### src/rtl/uart_rx_os16.sv
// uart_rx_os16 -- 16x oversampled UART receiver (8N1, LSB first).
//
// Each bit is split into 16 oversample ticks. The line is sampled on ticks
// 7, 8 and 9, and the bit value is the 2-of-3 majority of those samples.
// A start bit whose vote comes out high is treated as noise: the receiver
// goes back to idle and raises no pulse. A low stop bit reports a framing
// error. After a framing error the receiver waits for the line to go high
// before it will accept another start bit.
//
// Parameters:
//   clk_freq  - system clock frequency in Hz
//   baud_rate - line rate in baud
// Ports:
//   clk       in   system clock, rising edge
//   rst       in   asynchronous active-high reset
//   rx        in   serial line, idle high, asynchronous to clk
//   rx_data   out  [7:0] last correctly framed byte, held until the next good frame
//   rx_done   out  one-cycle pulse when rx_data is updated
//   frame_err out  one-cycle pulse when the stop bit is voted low
module uart_rx_os16 #(
  parameter int clk_freq  = 1000000,
  parameter int baud_rate = 9600
) (
  input  logic       clk,
  input  logic       rst,
  input  logic       rx,
  output logic [7:0] rx_data,
  output logic       rx_done,
  output logic       frame_err
);

  localparam int OS_DIV_RAW = clk_freq / (baud_rate * 16);
  localparam int OS_DIV     = (OS_DIV_RAW < 1) ? 1 : OS_DIV_RAW;
  localparam int DIV_W      = (OS_DIV > 1) ? $clog2(OS_DIV) : 1;
  localparam logic [DIV_W-1:0] DIV_LAST = DIV_W'(OS_DIV - 1);

  typedef enum logic [2:0] {
    S_IDLE,
    S_START,
    S_DATA,
    S_STOP,
    S_WAIT_HI
  } state_t;

  state_t           state_q, state_d;
  logic             rx_meta_q, rx_s_q;
  logic [DIV_W-1:0] div_q, div_d;
  logic [3:0]       tick_cnt_q, tick_cnt_d;
  logic [2:0]       bit_idx_q, bit_idx_d;
  logic [7:0]       shift_q, shift_d;
  logic             samp7_q, samp7_d;
  logic             samp8_q, samp8_d;
  logic [7:0]       rx_data_q, rx_data_d;
  logic             rx_done_q, rx_done_d;
  logic             frame_err_q, frame_err_d;

  logic running;
  logic tick;
  logic vote;
  logic vote_now;
  logic bit_wrap;

  // The bit timebase only runs while a frame is being received.
  assign running  = (state_q == S_START) || (state_q == S_DATA) || (state_q == S_STOP);
  assign tick     = running && (div_q == DIV_LAST);
  // The tick-9 sample is taken straight from rx_s_q, so the vote is ready
  // in the same cycle as tick 9 and acted on at that clock edge.
  assign vote     = (samp7_q & samp8_q) | (samp7_q & rx_s_q) | (samp8_q & rx_s_q);
  assign vote_now = tick && (tick_cnt_q == 4'd9);
  assign bit_wrap = tick && (tick_cnt_q == 4'd15);

  always_comb begin
    state_d     = state_q;
    div_d       = div_q;
    tick_cnt_d  = tick_cnt_q;
    bit_idx_d   = bit_idx_q;
    shift_d     = shift_q;
    samp7_d     = samp7_q;
    samp8_d     = samp8_q;
    rx_data_d   = rx_data_q;
    rx_done_d   = 1'b0;
    frame_err_d = 1'b0;

    if (running) begin
      div_d = tick ? '0 : DIV_W'(div_q + 1'b1);
      if (tick) begin
        tick_cnt_d = 4'(tick_cnt_q + 4'd1);
        if (tick_cnt_q == 4'd7) samp7_d = rx_s_q;
        if (tick_cnt_q == 4'd8) samp8_d = rx_s_q;
      end
    end

    case (state_q)
      S_IDLE: begin
        // Counters stay cleared here, so a frame always starts from tick 0.
        div_d      = '0;
        tick_cnt_d = 4'd0;
        if (!rx_s_q) state_d = S_START;
      end
      S_START: begin
        if (vote_now && vote) begin
          state_d = S_IDLE;
        end else if (bit_wrap) begin
          state_d   = S_DATA;
          bit_idx_d = 3'd0;
        end
      end
      S_DATA: begin
        if (vote_now) shift_d = {vote, shift_q[7:1]};
        if (bit_wrap) begin
          if (bit_idx_q == 3'd7) state_d = S_STOP;
          else                   bit_idx_d = 3'(bit_idx_q + 3'd1);
        end
      end
      S_STOP: begin
        // Leaving at tick 9 rather than tick 15 leaves room for a sender
        // whose clock runs slightly fast on back-to-back frames.
        if (vote_now) begin
          if (vote) begin
            rx_data_d = shift_q;
            rx_done_d = 1'b1;
            state_d   = S_IDLE;
          end else begin
            frame_err_d = 1'b1;
            state_d     = S_WAIT_HI;
          end
        end
      end
      S_WAIT_HI: begin
        div_d      = '0;
        tick_cnt_d = 4'd0;
        if (rx_s_q) state_d = S_IDLE;
      end
      default: begin
        state_d = S_IDLE;
      end
    endcase
  end

  always_ff @(posedge clk or posedge rst) begin
    if (rst) begin
      rx_meta_q   <= 1'b1;
      rx_s_q      <= 1'b1;
      state_q     <= S_IDLE;
      div_q       <= '0;
      tick_cnt_q  <= 4'd0;
      bit_idx_q   <= 3'd0;
      shift_q     <= 8'h00;
      samp7_q     <= 1'b1;
      samp8_q     <= 1'b1;
      rx_data_q   <= 8'h00;
      rx_done_q   <= 1'b0;
      frame_err_q <= 1'b0;
    end else begin
      rx_meta_q   <= rx;
      rx_s_q      <= rx_meta_q;
      state_q     <= state_d;
      div_q       <= div_d;
      tick_cnt_q  <= tick_cnt_d;
      bit_idx_q   <= bit_idx_d;
      shift_q     <= shift_d;
      samp7_q     <= samp7_d;
      samp8_q     <= samp8_d;
      rx_data_q   <= rx_data_d;
      rx_done_q   <= rx_done_d;
      frame_err_q <= frame_err_d;
    end
  end

  assign rx_data   = rx_data_q;
  assign rx_done   = rx_done_q;
  assign frame_err = frame_err_q;

endmodule

### config.mk
export PLATFORM = sky130hd
export DESIGN_NAME = uart_rx_os16
export DESIGN_NICKNAME = d
export VERILOG_FILES = /design/src/rtl/uart_rx_os16.sv
export SDC_FILE = /design/constraint.sdc
export NUM_CORES = 1
export LEC_CHECK = 0
export CAP_MARGIN = 10
export CORE_AREA = 2 2 49 96
export DETAILED_ROUTE_END_ITERATION = 10
export DIE_AREA = 0 0 51 98
export GPL_ROUTABILITY_DRIVEN = 0
export PLACE_DENSITY = 0.68
export SLEW_MARGIN = 10
export SYNTH_ARGS = -nofsm -noshare
export SYNTH_HDL_FRONTEND = slang
export SYNTH_SLANG_ARGS = --single-unit
### constraint.sdc
create_clock -name clk -period 2.51 [get_ports clk]
set_input_delay 0.6275 -clock clk [delete_from_list [all_inputs] [get_ports clk]]
set_output_delay 0.6275 -clock clk [all_outputs]
set_load 0.005 [all_outputs]
### Word level (Yosys, flattened, before mapping)

Index checks and enable logic that the tools add are counted.

* output and inout bits: 10
* register bits after elaboration: 35

* bitwise logic cells: 5
* add/subtract/negate cells: 3
* reduce and logical (&&, ||, !) cells: 18
* equality and inequality tests: 19
* mux-type cells: 26

Operators by type and width (number)
* $mux 3: 15
* $pmux 3 s5: 1
* $ne 2x2->1 const B: 7
* $eq 4x4->1 const B: 3
* $mux 4: 3
* $eq 3x3->1 const B: 3
* $reduce_and 3->1: 3
* $add 3x1->3 const B: 2
* $eq 3x2->1 const B: 2
* $mux 1: 6
* $pmux 3 s2: 1
* $reduce_and 6->1: 1
* $reduce_bool 2->1: 3
* $reduce_and 5->1: 1
* $add 4x1->4 const B: 1
* $eq 4x3->1 const B: 1
* $logic_and 1x1->1: 4
* $reduce_and 2->1: 2
* $and 1x1->1: 3
* $eq 3x1->1 const B: 1
* $logic_not 3->1: 1
* $ne 3x2->1 const B: 1
* $logic_or 1x1->1: 2
* $ne 2x1->1 const B: 1
* other kinds (2): 3

### Longest topological paths before layout

* depth in word-level cells: 8
* gate-level depth with buffers: 7

### Worst setup path before layout

OpenSTA, ideal clock, no wires.

* path kind: register -> register
* start point: register div_q[1]
* end point: register rx_data_q[0], in the netlist rx_data[0]
* library setup time: 0.125 ns
* period minus slack after synthesis: 1.853 ns
* data arrival time: 1.728 ns
* setup slack: 0.657 ns
* stages on the path, launching flop included: 8
* data required time: 2.385 ns
* cells stage by stage: dfrtp_1 inv_1 ha_1 and4b_1 buf_2 nand3_1 nor3_4 mux2_2

* word-level cells in the longest chain between the ends: 4

Ends and longest elaborated chain
* start, declared: RTL line 47 `logic [DIV_W-1:0] div_q, div_d;`
* start signal, assigned: RTL line 158 `div_q <= div_d;`
* $eq 3x3->1: RTL line 65 `assign tick = running && (div_q == DIV_LAST);`
* $logic_and 1x1->1: RTL line 65
* $logic_and 1x1->1: RTL line 69 `assign vote_now = tick && (tick_cnt_q == 4'd9);`
* $reduce_and 3->1 (no line)
* end signal, assigned: RTL line 164 `rx_data_q <= rx_data_d;`
* end, declared: RTL line 53 `logic [7:0] rx_data_q, rx_data_d;`

No other way between the ends.
A chain may end at the register's enable or synchronous reset.

### Worst setup path in the final report

* start point: register tick_cnt_q[1]
* end point: register rx_data_q[3], in the netlist rx_data[3]

* word-level cells in the longest chain between the ends: 3

Ends and longest elaborated chain
* start, declared: RTL line 48 `logic [3:0] tick_cnt_q, tick_cnt_d;`
* start signal, assigned: RTL line 159 `tick_cnt_q <= tick_cnt_d;`
* $eq 4x4->1: RTL line 69
* $logic_and 1x1->1: RTL line 69
* $reduce_and 3->1 (no line)

No other way between the ends.

==> results.sh <==
export IMPL_leakage_nw=0.910
export IMPL_p_total_mw=1.08
export IMPL_maxCapViolCount=0
export IMPL_post_place_ws_ps=428
export IMPL_drive_above_1_share=0.223
export IMPL_drt_wirelength_per_cell_um=13.9
export IMPL_timing_rr_end="rx_data[3]"
export IMPL_fin_nets=166
export IMPL_tns_ps=0
export IMPL_hpwl_mm=2.13
export IMPL_row_count=34
export IMPL_instances_no_fill=211
export IMPL_drt_iter0_markers=8
export IMPL_cts_sinks=35
export IMPL_ys_seq_elements=35
export IMPL_ys_types=39
export IMPL_antennaDiodeCount=0
export IMPL_crit_arrival_ps=2270
export IMPL_async_flop_share=1.00
export IMPL_yosys_warnings=0
export IMPL_hold_class="flop to flop"
export IMPL_worstHoldPathCells=0
export IMPL_yosys_area_top_type_share=0.471
export IMPL_tightest_slew_ps=522
export IMPL_root_buffer="clkbuf_8"
export IMPL_fin_util=0.448
export IMPL_peakVddDrop_mv=0.382
export IMPL_synth_area_um2=1650
export IMPL_fill_cells=415
export IMPL_area_growth_syn_to_layout_pct=16.9
export IMPL_finalCritPeriodShare=0.833
export IMPL_synth_top_cell_by_area="dfrtp_1"
export IMPL_synthCells=140
export IMPL_vias=1054
export IMPL_die_area_um2=5000
export IMPL_layout_common_cells="dfrtp_1, mux2_2, clkdlybuf4s50_1, nor2_1, nand2_1"
export IMPL_io_pins=13
export IMPL_synth_area_top_cells="dfrtp_1, mux2_2, dfstp_2"
export IMPL_worst_path_largest_cell_delay_ps=460
export IMPL_final_hold_viol_count=0
export IMPL_synth_flop_cell="dfrtp_1"
export IMPL_end_kind="flop"
export IMPL_grt_pass1_wl_mm=5.00
export IMPL_die_h_um=98
export IMPL_drc=0
export IMPL_start_util=0.384
export IMPL_cts_hold_buf=0
export IMPL_cts_buffers=5
export IMPL_yosysSeqAreaShare=0.535
export IMPL_clockBufferDepth=2
export IMPL_mostFrequentLayoutCell="dfrtp_1"
export IMPL_overflow=0
export IMPL_path_class="flop to flop"
export IMPL_post_cts_setup_buffer_count=0
export IMPL_clk_latency_ps=290
export IMPL_final_setup_skew_ps=7.26
export IMPL_slew_headroom=0.651
export IMPL_track_usage=0.136
export IMPL_critPathMaxFanout=9
export IMPL_fp_coreArea_um2=4300
export IMPL_setup_violations=0
export IMPL_dr_pass1_iters=4
export IMPL_path_cells="inv_1 > ha_1 > nor2b_1 > nand3_1 > nor3_4 > mux2_2"
export IMPL_fin_ws_ps=419
export IMPL_place_port_buffers=12
export IMPL_min_delay_start="rx_meta_q"
export IMPL_synth_edf_count=0
export IMPL_fp_dieW_um=51
export IMPL_critPathSlowestCell="nor3_4"
export IMPL_grt_max_degree=36
export IMPL_ctsResizeCount=0
export IMPL_clk_pin_slew_ps=70
export IMPL_syn_avg_cell_area_um2=11.8
export IMPL_max_freq_mhz=478
export IMPL_htree_levels=2
export IMPL_wl_mm=2.93
export IMPL_vias_per_cell=5.00
export IMPL_cts_tree="built"
export IMPL_power_density_nw_per_um2=563
export IMPL_detail_route_antenna_nets=0
export IMPL_cp_required_ps=2690
export IMPL_period_needed_ps=2090
export IMPL_grt_pass1_vias=1054
export IMPL_place_inst=203
export IMPL_status="complete, no violations"
export IMPL_syn_nets=150
export IMPL_reg2reg_depth=6
export IMPL_rrSetupSlack_ps=420
export IMPL_rsz0062_at_grt="false"
export IMPL_start_kind="flop"
export IMPL_finalMaxSlewViolations=0
export IMPL_reg2reg_from="tick_cnt_q[1]"
export IMPL_min_delay_worst_endpoint="rx_s_q"
export IMPL_antenna_found_initial=0
-- cell type report --
cell class	instances	area, um2	share of cell area
Timing Repair Buffer	13	128	0.0662
Sequential cell	35	881	0.457
Clock buffer	6	72.6	0.0377
Clock inverter	2	37.5	0.0195
Multi-Input combinational cell	93	711	0.369
Inverter	8	30.0	0.0156
Tap cell	54	67.6	0.0351
-- cell families (layout without fill, tap and decap cells) --
logic type,Yosys count,after routing,synth area share
DFF,35,35,0.535
muxes,20,20,0.137
xor gates and xnor gates,4,4,0.0213
and+or+nand+nor,45,45,0.151
buffers and inverters,12,29,0.0342
AOI/OAI and AO/OA,16,16,0.0623
adders and majority gates,8,8,0.0592
-- power breakdown --
group          internal [mW]  switching, mW
clock network          0.296          0.197
logic                0.00632         0.0136
registers              0.568        0.00262
-- routing by layer --
layer,wire length (um),global-route usage,part of all wire,up-vias
met1,1170,0.147,0.40,522
met2,1600,0.231,0.55,12
met5,0,0,0,-
li1,-,-,-,515
met4,78,0.0748,0.027,0
met3,77,0.0367,0.026,5
-- how the worst max path moves through the flow --
stage               slack (ps)  depth (start not counted)           from    endpoint
floorplan                  660                          7       div_q[1]  rx_data[0]
global placement           490                          3     state_q[1]  shift_q[6]
detailed placement         430                          6       div_q[1]  rx_data[3]
CTS                        400                          6  tick_cnt_q[1]  rx_data[3]
global route               270                          6  tick_cnt_q[1]  rx_data[1]
finish                     420                          6  tick_cnt_q[1]  rx_data[3]
-- state kept, by name (all words and copies together), names as in the netlist, 3 cells and up --
register and cells:
rx_data 8, shift_q 8, tick_cnt_q 4, bit_idx_q 3
div_q 3, state_q 3
-- synthesized netlist by cell type (2+ instances only) --
| library cell | count |
|---|---|
| dfrtp_1 | 31 |
| mux2_2 | 17 |
| nor2_1 | 10 |
| nand2_1 | 9 |
| inv_1 | 8 |
| ha_1 | 7 |
| nand3_1 | 6 |
| o21ai_0 | 5 |
| dfstp_2 | 4 |
| nor3_1 | 4 |
| a21oi_1 | 3 |
| buf_2 | 3 |
| xor2_1 | 3 |
| mux2i_1 | 2 |
| nor2b_1 | 2 |
| nor3b_1 | 2 |
| or2_2 | 2 |
-- worst max-delay path: cells and delay by family, from the launching register on --
family | cells | cell delay [ps]
adders and majority gates | 1 | 140
buffers and inverters | 1 | 100
DFF | 1 | 400
muxes | 1 | 400
and+or+nand+nor | 3 | 950
-- through the flow --
step,hold WS [ps],instance area [um2]
3_3_place_gp,347,1820
5_1_grt,369,1930
3_5_place_dp,352,1820
6_report,361,1930
2_1_floorplan,345,1650
4_1_cts,362,1930
(Power assumes the default switching activity.)
